[config.mk]
export PLATFORM = sky130hd
export DESIGN_NAME = uart_tx
export DESIGN_NICKNAME = d
export VERILOG_FILES = /design/src/rtl/uart_pkg.sv /design/src/rtl/uart_baud_gen.sv /design/src/rtl/uart_tx.sv
export SDC_FILE = /design/constraint.sdc
export NUM_CORES = 1
export LEC_CHECK = 0
export ABC_AREA = 1
export BUFFER_PORTS_ARGS = -buffer_cell sky130_fd_sc_hd__buf_2
export CAP_MARGIN = 20
export CORE_MARGIN = 3
export CORE_UTILIZATION = 62
export CTS_CLUSTER_DIAMETER = 80
export DETAILED_ROUTE_END_ITERATION = 10
export PLACE_DENSITY = 0.84
export SETUP_SLACK_MARGIN = 0.3
export SYNTH_ARGS = -nofsm -noshare
export SYNTH_HDL_FRONTEND = slang
export SYNTH_SLANG_ARGS = --single-unit
[constraint.sdc]
create_clock -name clk -period 3.6 [get_ports clk]
set_input_delay 0.54 -clock clk [delete_from_list [all_inputs] [get_ports clk]]
set_output_delay 0.54 -clock clk [all_outputs]
set_load 0.02 [all_outputs]
[src/rtl/uart_pkg.sv]
// Shared UART definitions: FSM state encoding, parity mode codes and a parity helper.
// Imported by both the transmitter and the receiver.
package uart_pkg;

    typedef enum logic [2:0] {
        S_IDLE   = 3'd0,
        S_START  = 3'd1,
        S_DATA   = 3'd2,
        S_PARITY = 3'd3,
        S_STOP   = 3'd4
    } uart_state_e;

    localparam int PAR_NONE = 0;
    localparam int PAR_EVEN = 1;
    localparam int PAR_ODD  = 2;

    // Parity bit for the low nbits of data under the given mode (PAR_NONE yields the even value).
    function automatic logic parity_of(input logic [7:0] data, input int nbits, input int mode);
        logic p;
        p = 1'b0;
        for (int j = 0; j < 8; j++) begin
            if (j < nbits) begin
                p = p ^ data[j];
            end
        end
        return (mode == PAR_ODD) ? ~p : p;
    endfunction

endpackage

[src/rtl/uart_baud_gen.sv]
// Bit-period clock-enable generator: bit_tick marks the last system cycle of each serial bit.
// Held at count 0 while restart is high so a new frame always begins on a full bit period.
module uart_baud_gen #(
    parameter int BAUD_DIV = 104
) (
    input  logic clk,
    input  logic rst,
    input  logic restart,
    output logic bit_tick
);

    localparam int CW = $clog2(BAUD_DIV);
    localparam logic [CW-1:0] LAST = CW'(BAUD_DIV - 1);

    logic [CW-1:0] cnt;

    always_ff @(posedge clk or negedge rst) begin
        if (!rst) begin
            cnt <= '0;
        end else if (restart || (cnt == LAST)) begin
            cnt <= '0;
        end else begin
            cnt <= cnt + 1'b1;
        end
    end

    assign bit_tick = !restart && (cnt == LAST);

endmodule

[src/rtl/uart_tx.sv]
// UART transmitter: accepts a byte on a valid/ready handshake and serialises it LSB-first
// as start, data, optional parity and stop bits, with all outputs registered.
module uart_tx
    import uart_pkg::*;
#(
    parameter int DATA_BITS = 8,
    parameter int PARITY    = 0,
    parameter int STOP_BITS = 1,
    parameter int BAUD_DIV  = 104
) (
    input  logic       clk,
    input  logic       rst,
    input  logic [7:0] I_DATA,
    input  logic       I_VALID,
    output logic       O_READY,
    output logic       O_DONE,
    output logic       Tx
);

    localparam int BCW = $clog2(DATA_BITS + 1);
    localparam logic [BCW-1:0] LAST_DATA = BCW'(DATA_BITS - 1);
    localparam logic [BCW-1:0] LAST_STOP = BCW'(STOP_BITS - 1);

    uart_state_e          state_q, state_nx;
    logic [DATA_BITS-1:0] shift_q, shift_nx;
    logic                 par_q, par_nx;
    logic [BCW-1:0]       bcnt_q, bcnt_nx;
    logic                 tx_q, tx_nx;
    logic                 ready_q;
    logic                 done_q, done_nx;
    logic                 bit_tick;
    logic                 accept;

    assign accept = I_VALID && ready_q;

    uart_baud_gen #(
        .BAUD_DIV (BAUD_DIV)
    ) u_baud (
        .clk      (clk),
        .rst      (rst),
        .restart  (state_q == S_IDLE),
        .bit_tick (bit_tick)
    );

    // The bit counter is reused in STOP to count stop bits.
    always_comb begin
        state_nx = state_q;
        shift_nx = shift_q;
        par_nx   = par_q;
        bcnt_nx  = bcnt_q;
        done_nx  = 1'b0;
        case (state_q)
            S_IDLE: begin
                if (accept) begin
                    state_nx = S_START;
                    shift_nx = I_DATA[DATA_BITS-1:0];
                    par_nx   = parity_of(I_DATA, DATA_BITS, PARITY);
                    bcnt_nx  = '0;
                end
            end
            S_START: begin
                if (bit_tick) begin
                    state_nx = S_DATA;
                    bcnt_nx  = '0;
                end
            end
            S_DATA: begin
                if (bit_tick) begin
                    shift_nx = shift_q >> 1;
                    if (bcnt_q == LAST_DATA) begin
                        bcnt_nx  = '0;
                        state_nx = (PARITY != PAR_NONE) ? S_PARITY : S_STOP;
                    end else begin
                        bcnt_nx = bcnt_q + 1'b1;
                    end
                end
            end
            S_PARITY: begin
                if (bit_tick) begin
                    state_nx = S_STOP;
                    bcnt_nx  = '0;
                end
            end
            S_STOP: begin
                if (bit_tick) begin
                    if (bcnt_q == LAST_STOP) begin
                        state_nx = S_IDLE;
                        done_nx  = 1'b1;
                    end else begin
                        bcnt_nx = bcnt_q + 1'b1;
                    end
                end
            end
            default: begin
                state_nx = S_IDLE;
            end
        endcase
    end

    // Line level is computed from the next state so Tx changes on the same edge as the state.
    always_comb begin
        tx_nx = 1'b1;
        case (state_nx)
            S_START:  tx_nx = 1'b0;
            S_DATA:   tx_nx = shift_nx[0];
            S_PARITY: tx_nx = par_nx;
            default:  tx_nx = 1'b1;
        endcase
    end

    always_ff @(posedge clk or negedge rst) begin
        if (!rst) begin
            state_q <= S_IDLE;
            shift_q <= '0;
            par_q   <= 1'b0;
            bcnt_q  <= '0;
            tx_q    <= 1'b1;
            ready_q <= 1'b1;
            done_q  <= 1'b0;
        end else begin
            state_q <= state_nx;
            shift_q <= shift_nx;
            par_q   <= par_nx;
            bcnt_q  <= bcnt_nx;
            tx_q    <= tx_nx;
            ready_q <= (state_nx == S_IDLE);
            done_q  <= done_nx;
        end
    end

    assign Tx      = tx_q;
    assign O_READY = ready_q;
    assign O_DONE  = done_q;

endmodule
==> results of run 1 <==
## sequential cells by signal, indices dropped and copies added, names as in the netlist
| register | cells |
|---|---|
| O_DONE | 1 |
| bcnt_q | 4 |
| O_READY | 1 |
| shift_q | 8 |
| u_baud.cnt | 7 |
| Tx | 1 |
| par_q | 1 |
| state_q | 3 |
## cells by family (layout without fill, tap and decap cells)
| logic type | after synthesis | count (layout) | synth area share |
|---|---|---|---|
| AO/OA/AOI/OAI | 17 | 17 | 0.07831 |
| XOR/XNOR | 4 | 4 | 0.02410 |
| adder cells (fa/ha/maj) | 3 | 3 | 0.02582 |
| buffers and inverters | 23 | 40 | 0.05938 |
| flip-flops | 26 | 26 | 0.4492 |
| AND/OR/NAND/NOR | 105 | 105 | 0.3632 |
## worst max-delay path, stage by stage (launching register included)
cell     delay (ns)
dfrtp_1        0.40
ha_1           0.23
nand2_4        0.09
nor2_4         0.10
nand3_4        0.14
nor2_4         0.25
nor2_4         0.10
nand2_2        0.08
nand3_2        0.07
nand2_1        0.07
nand3_1        0.08
## worst paths after layout
path | from | slack, ns | end | cells after the start
setup / recovery | u_baud.cnt[0] | 1.94 | Tx | 10
hold / removal | rst | 0.19 | shift_q[1] | 1
setup reg to reg | u_baud.cnt[0] | 1.94 | Tx | 10
hold reg to reg | u_baud.cnt[0] | 0.48 | u_baud.cnt[0] | 1
max in group asynchronous | rst | 3.02 | Tx | 1
min in group clk | I_DATA[7] | 0.47 | shift_q[7] | 2
## power by group through the flow
stage	combinational (mW)	clock, mW	sequential (mW)
after floorplan	0.0133	0	0.298
after detailed placement	0.0284	0	0.298
after CTS	0.0285	0.148	0.292
after global placement	0.0272	0	0.298
final	0.0277	0.145	0.292
after global routing	0.0329	0.159	0.292
## cells in the final DEF (no fill, tap or decap), types with 4 or more instances in the layout
| master | n |
|---|---|
| buf_2 | 13 |
| dfrtp_1 | 24 |
| inv_1 | 20 |
| nand2_1 | 56 |
| nand3_1 | 12 |
| nor2_1 | 13 |
| nor2_4 | 4 |
| o211ai_1 | 4 |
## area by class of cell
class	count	area share
repair buffers	13	0.04094
well taps	27	0.02126
multi-input cells	129	0.4496
flip-flops and latches	26	0.4110
clock buffers	4	0.02283
inverters	23	0.05433
## synthesized netlist by cell type
| cell type | n |
|---|---|
| inv_2 | 3 |
| nor2_1 | 13 |
| dfrtp_1 | 24 |
| a21oi_1 | 3 |
| and3_2 | 1 |
| nand2_2 | 2 |
| nand3_1 | 12 |
| dfstp_2 | 2 |
| nand2_4 | 1 |
| a22o_2 | 1 |
| nand3_2 | 2 |
| nor3b_1 | 3 |
| xor2_1 | 2 |
| nand2_1 | 56 |
| o21ai_1 | 2 |
| inv_1 | 20 |
| nor2_2 | 2 |
| a21oi_2 | 2 |
| ha_1 | 3 |
| nand4_1 | 3 |
| xnor2_1 | 2 |
| nand3_4 | 1 |
| o21ai_0 | 3 |
| nor2_8 | 1 |
| a21boi_1 | 1 |
| o21ai_2 | 1 |
| nor3_1 | 3 |
| or2_1 | 1 |
| o211ai_1 | 4 |
| nor2_4 | 4 |
## per-stage QoR
| step | cells | power, mW | hold slack [ns] | utilization |
|---|---|---|---|---|
| finish | 222 | 0.4653 | 0.1936 | 0.7632 |
| global route | 222 | 0.4844 | 0.2168 | 0.7632 |
| CTS | 222 | 0.4690 | 0.2144 | 0.7632 |
| detailed placement | 218 | 0.3260 | 0.4575 | 0.7458 |
| global placement | 218 | 0.3248 | 0.4468 | 0.7458 |
| floorplan | 178 | 0.3110 | 0.2444 | - |
## per-layer routing
layer / part of all wire / vias to the layer above / global-route usage
li1: - / 604 / -
met1: 0.45 / 555 / 0.2561
met2: 0.53 / 10 / 0.4044
met3: 0.018 / 0 / 0.02452
met4: 0 / 0 / 0.04149
met5: 0 / - / 0
==> impl_metrics.yaml, run 1 <==
cells_and_area:
  drive_gt1_frac: 0.2051
  fin_area_um2: 1589
  nFillCells: 143
  diodes: 0
  regArea_um2: 653.1
  multi_input_area_um2: 714.4
  area_growth_pct: 9.294
  final_nets: 210
cts:
  cts.reportedPaths.clkPinSlew_ns: 0.14
  h-tree-depth: 1
  post-cts-setup-buffer-count: 0
  cts_buffer_depth: 2
  postCtsResizedCells: 0
  cts-root-buf: "clkbuf_4"
  postCtsHoldBufs: 0
  cts_buffers: 3
  cts_sinks: 26
  clk_latency_ns: 0.31
  cts_tree: "built"
global_route:
  grt_pass1_wl_mm: 4.650
  antenna_found_initial: 0
  grt_usage: 0.2130
  grt_max_degree: 27
  grt_pass1_vias: 1168
  gr-total-overflow: 0
power:
  pwr-share-clk: 0.313
  peakVddDrop_v: 0.0001713
  p_comb_frac: 0.060
  switching_share: 0.2178
  powerDensity_nw_per_um2: 292.8
  seq_power_share: 0.628
  p_leak_nw: 0.8417
  power.switching_uw: 101.3
  p_int_uw: 364.0
status:
  status: "completed"
synth:
  synth.yosys.seq_area_share: 0.4492
  synth.top_cell.area_share: 0.4131
  synth_area_um2: 1454
  synth_cell_type_count: 30
  synth_top_cell_by_area: "dfrtp_1"
  synth_area_leaders: "dfrtp_1, nand2_1, inv_1"
  syn-mean-instance-area_um2: 8.168
  synth_nets: 192
  postSynthCellCount: 178
  ys_warn_count: 0
  ys_ff_latch: 26
floorplanning:
  rows: 16
  dieHeight_um: 54.43
  pin_count: 14
  core_um2: 2082
  initial_utilization: 0.6983
  die_w_um: 54.43
  dieArea_um2: 2962
timing:
  slew_viol_final: 0
  hold_viol: 0
  fin_skew_ns: 0.005578
  fmax_ghz: 0.6020
  tightest_slew_ns: 0.5648
  maxSlewHeadroom: 0.6235
  timing.final.crit_share: 0.4615
  rsz0062_at_grt: "false"
  worst_slack_ns: 1.939
  final.setup.tns_ns: 0
  finalCriticalPeriod_ns: 1.661
  setup_viol: 0
routing:
  vias: 1169
  first_pass_iters: 4
  drt_wl_total_mm: 2.762
  vias_per_cell: 5.266
  wl_per_cell_um: 12.44
  ant_nets: 0
  first_iter_violations: 14
  drc_errors: 0
place:
  portBuffers: 13
  place_hpwl_mm: 2.173
  dpl_cell_area_um2: 1553
  pre_cts_slack_ns: 1.981
  gp_congestion: 0.8593
setup_path:
  crit_fanout: 9
  critPathKind: "flip-flop to flip-flop"
  crit_path_start_kind: "flip-flop"
  arrival_ns: 1.91
  crit_required_ns: 3.85
  cp-end-kind: "flip-flop"
min_path:
  holdCritPathClass: "primary input to async pin"
job:
  drv_cap: 0
Note: power is estimated with default switching activity, not from simulation.
==> run 2, diff against run 1 <==
--- a/config.mk
+++ b/config.mk
@@ -5,14 +5,14 @@
 export SDC_FILE = /design/constraint.sdc
 export NUM_CORES = 1
 export LEC_CHECK = 0
-export ABC_AREA = 1
+export ABC_AREA = 0
 export BUFFER_PORTS_ARGS = -buffer_cell sky130_fd_sc_hd__buf_2
 export CAP_MARGIN = 20
 export CORE_MARGIN = 3
-export CORE_UTILIZATION = 62
+export CORE_UTILIZATION = 51
 export CTS_CLUSTER_DIAMETER = 80
 export DETAILED_ROUTE_END_ITERATION = 10
-export PLACE_DENSITY = 0.84
+export PLACE_DENSITY = 0.74
 export SETUP_SLACK_MARGIN = 0.3
 export SYNTH_ARGS = -nofsm -noshare
 export SYNTH_HDL_FRONTEND = slang
==> constraint.sdc (replaced) <==
create_clock -name clk -period 1.5 [get_ports clk]
set_input_delay 0.225 -clock clk [delete_from_list [all_inputs] [get_ports clk]]
set_output_delay 0.225 -clock clk [all_outputs]
set_load 0.02 [all_outputs]
==> run 2 against run 1 <==
  * The run now ends with negative setup slack left
  * Via count increased by 4.5%
  * Clock skew about the same
  * Power increased to 2.7 times the previous value
  * Largest power group unchanged
  * Sequential power increased by 140%
  * Cell area increased by 25%
  * Critical path type unchanged
  * Cell count increased by 0.90%
  * Setup slack got worse by 2.2 ns
  * Sequential cell count unchanged
  * Highest routed layer is now met4
==> impl_metrics.yaml, run 2 <==
status:
  status: "finished with violations"
  failed_checks: "negative setup slack"
power:
  p_leak_nw: 0.9306
  peakVddDrop_v: 0.0006084
  powerDensity_nw_per_um2: 637.0
synth:
  synth.yosys.seq_area_share: 0.4745
  syn-mean-instance-area_um2: 9.973
  ys_top_cells_by_count: "dfrtp_1, nand2_1, nor2_1"
  ys_warn_count: 0
  synth_top_cell_by_area: "dfrtp_1"
  synth_area_um2: 1376
  ys_ff_latch: 26
  postSynthCellCount: 138
  synth_edf_count: 0
  synth_top_flop_cell: "dfrtp_1"
  synth_cell_type_count: 39
  synth_nets: 152
  yosys.cell_count.top_type: "dfrtp_1"
  synth.top_cell.area_share: 0.4364
  synth_area_leaders: "dfrtp_1, xnor2_1, nand2_1"
  async_flop_share: 1.000
global_route:
  antenna_found_initial: 0
  gr-total-overflow: 0
  grt_usage: 0.2256
  grt_pass1_vias: 1248
  grt_pass1_wl_mm: 5.671
  grt_max_degree: 27
cts:
  cts_tree: "built"
  clk_latency_ns: 0.34
  h-tree-depth: 1
  cts-root-buf: "clkbuf_4"
  cts_buffer_depth: 2
  cts_buffers: 3
  cts_sinks: 26
  cts.reportedPaths.clkPinSlew_ns: 0.15
routing:
  vias: 1222
  route.top_layer_used: "met4"
  wl_per_cell_um: 15.52
  drc_errors: 0
  routed-wl-met3_um: 111
  drt_wl_total_mm: 3.476
  ant_nets: 0
  vias_per_cell: 5.455
  first_pass_iters: 4
  met2_length_mm: 1.765
  first_iter_violations: 68
  drt-met1-wl_mm: 1.518
cells_and_area:
  final_nets: 209
  largest_reg_flops: 8
  regMostFlops: "shift_q"
  layout.cells.non_filler: 224
  drive_gt1_frac: 0.4536
  layout_common_cells: "buf_4, dfrtp_1, nand2_1"
  layout_commonest_cell: "buf_4"
  diodes: 0
  area_growth_pct: 44.73
  top_regs: "shift_q (8), u_baud.cnt (7), bcnt_q (4)"
  utilization: 0.7897
  nFillCells: 155
setup_path:
  crit_fanout: 4
  crit_path_start_kind: "flip-flop"
  arrival_ns: 2.00
  crit_required_ns: 1.77
  rr_worst_depth: 5
  cp-end-kind: "flip-flop"
  critPathKind: "flip-flop to flip-flop"
floorplanning:
  rows: 18
  dieArea_um2: 3358
  initial_utilization: 0.5456
  pin_count: 14
  core_um2: 2522
  die_w_um: 57.95
  dieHeight_um: 57.95
timing:
  worst_hold_slack_ns: 0.1127
  finalCriticalPeriod_ns: 1.728
  rsz0062_at_grt: "true"
  setup_viol: 21
  slew_viol_final: 0
  maxSlewHeadroom: 0.6090
  hold_viol: 0
  tightest_slew_ns: 0.5865
  timing.final.crit_share: 1.152
  fin_skew_ns: 0.005591
  worst_slack_ns: -0.2276
  fmax_ghz: 0.5788
place:
  pre_cts_slack_ns: -0.1893
  portBuffers: 13
  gp_congestion: 0.8681
  place_hpwl_mm: 2.190
  dp.cells: 207
min_path:
  holdCritPathClass: "primary input to flip-flop"
  holdPathStages: 3
job:
  drv_cap: 0
-- run 2: changes by cell type after synthesis, sizes merged, moves of 3 or more --
| cell | change |
|---|---|
| nor2b | +3 |
| nand4 | -3 |
| o21ai | +3 |
| nand2 | -38 |
| inv | -19 |
| nand3 | -8 |
| xnor2 | +8 |
| nor2 | -7 |
| a22oi | +7 |
| or3b | +3 |
-- run 2: final cells by class --
class / instances / area (um^2) / share of cell area
Multi-Input combinational cell: 105 / 805.8 / 0.4045
Sequential cell: 26 / 655.6 / 0.3291
Timing Repair Buffer: 55 / 425.4 / 0.2136
Tap cell: 30 / 37.54 / 0.01884
Clock inverter: 1 / 30.03 / 0.01508
Clock buffer: 3 / 22.52 / 0.01131
Inverter: 4 / 15.01 / 0.007538
-- run 2: cell families (layout without fill, tap and decap cells) --
group           Yosys count  after routing  share of synthesized area
simple gates             62             62                     0.2436
flops                    26             26                     0.4745
compound gates           28             28                     0.1555
fa+ha+maj                 3              3                    0.02728
buf+inv                   7             63                    0.02272
xor+xnor                 12             12                    0.07636
-- run 2: critical path, cell delays in order, from the launching register on --
cell      delay [ns]
dfrtp_1         0.42
or3b_4          0.44
or2_4           0.27
o311ai_4        0.26
or2_1           0.17
o211ai_1        0.11
-- run 2: metal layers --
metal,GRT usage,vias to the layer above
li1,-,592
met1,0.2679,590
met2,0.3935,30
met3,0.04009,10
met4,0.1060,0
met5,0,-
-- run 2: metrics by stage --
| step | area (um^2) | setup TNS, ns | power, mW |
|---|---|---|---|
| global route | 1992 | -3.493 | 1.309 |
| floorplan | 1404 | -0.5809 | 0.7457 |
| detailed placement | 1707 | -0.9097 | 0.7797 |
| finish | 1992 | -2.455 | 1.269 |
| CTS | 1932 | -1.353 | 1.270 |
| global placement | 1707 | -0.3184 | 0.7789 |
-- run 2: repair_timing --
action	CTS	global route
endpoints found under the hold margin	24	0
pin swaps	11	12
hold buffers	1	0
buffers inserted	10	2
setup endpoints to repair	26	28
resized for setup	21	14
-- run 2: power by group --
group          switching (mW)  leakage, nW  total, mW  internal (mW)
logic                  0.0369        0.575     0.0687         0.0318
clock network           0.228       0.0279      0.499          0.271
registers                   0        0.328      0.701          0.701
total                   0.265        0.931       1.27           1.00
-- run 2: worst paths after layout --
kind                               startpoint         end  slack, ns
worst max register to register  u_baud.cnt[3]          Tx      -0.23
worst min register to register     shift_q[5]  shift_q[5]       0.50
min in group asynchronous                 rst  state_q[2]       0.40
max in group asynchronous                 rst  state_q[1]       0.69
worst max-delay path            u_baud.cnt[3]          Tx      -0.23
worst min-delay path                I_DATA[7]  shift_q[7]       0.11
==> run 3, diff against run 2 <==
--- a/config.mk
+++ b/config.mk
@@ -9,10 +9,11 @@
 export BUFFER_PORTS_ARGS = -buffer_cell sky130_fd_sc_hd__buf_2
 export CAP_MARGIN = 20
 export CORE_MARGIN = 3
-export CORE_UTILIZATION = 51
+export CORE_UTILIZATION = 50
 export CTS_CLUSTER_DIAMETER = 80
 export DETAILED_ROUTE_END_ITERATION = 10
-export PLACE_DENSITY = 0.74
+export PLACE_DENSITY = 0.73
+export RECOVER_POWER = 50
 export SETUP_SLACK_MARGIN = 0.3
 export SYNTH_ARGS = -nofsm -noshare
 export SYNTH_HDL_FRONTEND = slang
==> run 3 against run 2 <==
  * The run still ends with negative setup slack left
  * Count of clock-buffer cells in the layout unchanged
  * Routed wire length fell by 7.5%
  * Utilization is 1.3 points lower
  * Setup slack improved by 0.032 ns
  * Cell area is 0.82% lower
==> impl_metrics.yaml, run 3 (same netlist as run 2, synthesis figures left out) <==
status:
  status: "finished with violations"
  failed_checks: "negative setup slack"
timing:
  rsz0062_at_grt: "true"
  timing.final.crit_share: 1.130
  tightest_slew_ns: 0.6392
  finalCriticalPeriod_ns: 1.695
  fmax_ghz: 0.5898
  setup_viol: 20
  worst_slack_ns: -0.1954
  hold_viol: 0
  fin_skew_ns: 0.009069
  maxSlewHeadroom: 0.5739
  slew_viol_final: 0
setup_path:
  timing.critical_path.buf_inv: 0
  path_cells: "or3b_4 > or2_4 > o311ai_4 > or2_1 > o211ai_1"
  cp-end-kind: "flip-flop"
  cp_slowest_cell: "or3b_4"
  slowest_delay_ns: 0.43
  crit_fanout: 4
  crit_required_ns: 1.78
  crit_path_start_kind: "flip-flop"
  path_delay_family: "simple AND/OR/NAND/NOR gates"
  arrival_ns: 1.98
  critPathKind: "flip-flop to flip-flop"
power:
  p_leak_nw: 0.9159
  seq_power_share: 0.554
  powerDensity_nw_per_um2: 640.5
  peakVddDrop_v: 0.0007204
  p_comb_frac: 0.052
  power_mw: 1.265
  power.switching_uw: 261.6
  p_int_mw: 1.004
  pwr-share-clk: 0.393
  switching_share: 0.2067
routing:
  drc_errors: 0
  vias: 1192
  vias_per_cell: 5.369
  first_pass_iters: 4
  drt_wl_total_mm: 3.217
  first_iter_violations: 48
  wl_per_cell_um: 14.49
  ant_nets: 0
cts:
  cts_tree: "built"
  cts_sinks: 26
  h-tree-depth: 1
  clk_latency_ns: 0.34
  cts-root-buf: "clkbuf_4"
  cts.reportedPaths.clkPinSlew_ns: 0.15
  cts_buffer_depth: 2
  cts_buffers: 3
cells_and_area:
  top_regs: "shift_q (8), u_baud.cnt (7), bcnt_q (4)"
  final_nets: 207
  area_growth_pct: 43.55
  layout_common_cells: "buf_4, dfrtp_1, nand2_1"
  regMostFlops: "shift_q"
  utilization: 0.7763
  drive_gt1_frac: 0.4740
  diodes: 0
  largest_reg_flops: 8
  layout_commonest_cell: "buf_4"
place:
  portBuffers: 13
  pre_cts_slack_ns: -0.1921
  place_hpwl_mm: 2.144
  gp_congestion: 0.8759
floorplanning:
  pin_count: 14
  dieHeight_um: 58.47
  dieArea_um2: 3418
  initial_utilization: 0.5408
  core_um2: 2545
  rows: 18
  die_w_um: 58.47
global_route:
  grt_usage: 0.2142
  grt_pass1_vias: 1299
  gr-total-overflow: 0
  grt_pass1_wl_mm: 5.554
  grt_max_degree: 27
  antenna_found_initial: 0
min_path:
  holdCritPathClass: "primary input to flip-flop"
job:
  drv_cap: 0
run 3: per-layer routing:
metal | track usage | wire (um) | vias up
met5 | 0 | 0 | -
met4 | 0.08609 | 61 | 0
met3 | 0.05044 | 102 | 7
met2 | 0.3700 | 1621 | 21
met1 | 0.2553 | 1431 | 572
li1 | - | - | 592
run 3: cell type report:
type / count / area (um^2)
multi-input cells: 105 / 808.3
repair buffers: 53 / 406.6
clock buffers: 3 / 22.52
flip-flops and latches: 26 / 655.6
well taps: 30 / 37.54
fillers: 169 / 569.3
clock inverters: 1 / 30.03
inverters: 4 / 15.01
run 3: stage by stage:
| step | cells | setup TNS [ns] | cell area [um^2] | hold WS (ns) |
|---|---|---|---|---|
| after floorplan | 138 | -0.5809 | 1404 | -0.07059 |
| after global placement | 205 | -0.3716 | 1692 | 0.2575 |
| after detailed placement | 205 | -0.9040 | 1692 | 0.2602 |
| after CTS | 218 | -1.493 | 1907 | 0.1271 |
| after global routing | 222 | -3.460 | 1976 | 0.1098 |
| final | 222 | -1.794 | 1976 | 0.1204 |
run 3: repair_timing:
action,CTS,global route
hold buffers,1,0
hold endpoints to repair,24,0
resized for setup,23,15
endpoints found under the setup margin,26,27
pin swaps,6,8
buffers inserted,8,4
run 3: final timing paths:
| kind | slack (ns) | depth (start not counted) | startpoint | to |
|---|---|---|---|---|
| worst max-delay path | -0.20 | 5 | u_baud.cnt[3] | Tx |
| worst min-delay path | 0.12 | 3 | I_DATA[7] | shift_q[7] |
| worst max register to register | -0.20 | 5 | u_baud.cnt[3] | Tx |
| worst min register to register | 0.50 | 2 | shift_q[5] | shift_q[5] |
| max in group asynchronous | 0.64 | 2 | rst | state_q[0] |
| min in group asynchronous | 0.41 | 2 | rst | bcnt_q[2] |
run 3: worst reg2reg max path, delay by kind of cell, from the launching register on:
| family | cells | cell delay, ns |
|---|---|---|
| flip-flops | 1 | 0.40 |
| AND/OR/NAND/NOR | 3 | 0.89 |
| AO/OA/AOI/OAI | 2 | 0.34 |
run 3: power by group through the flow:
stage,combinational [mW],sequential [mW],clock (mW)
floorplan,0.0312,0.714,0
global placement,0.0642,0.714,0
detailed placement,0.0653,0.714,0
CTS,0.0677,0.701,0.497
global route,0.0746,0.702,0.538
finish,0.0664,0.701,0.498
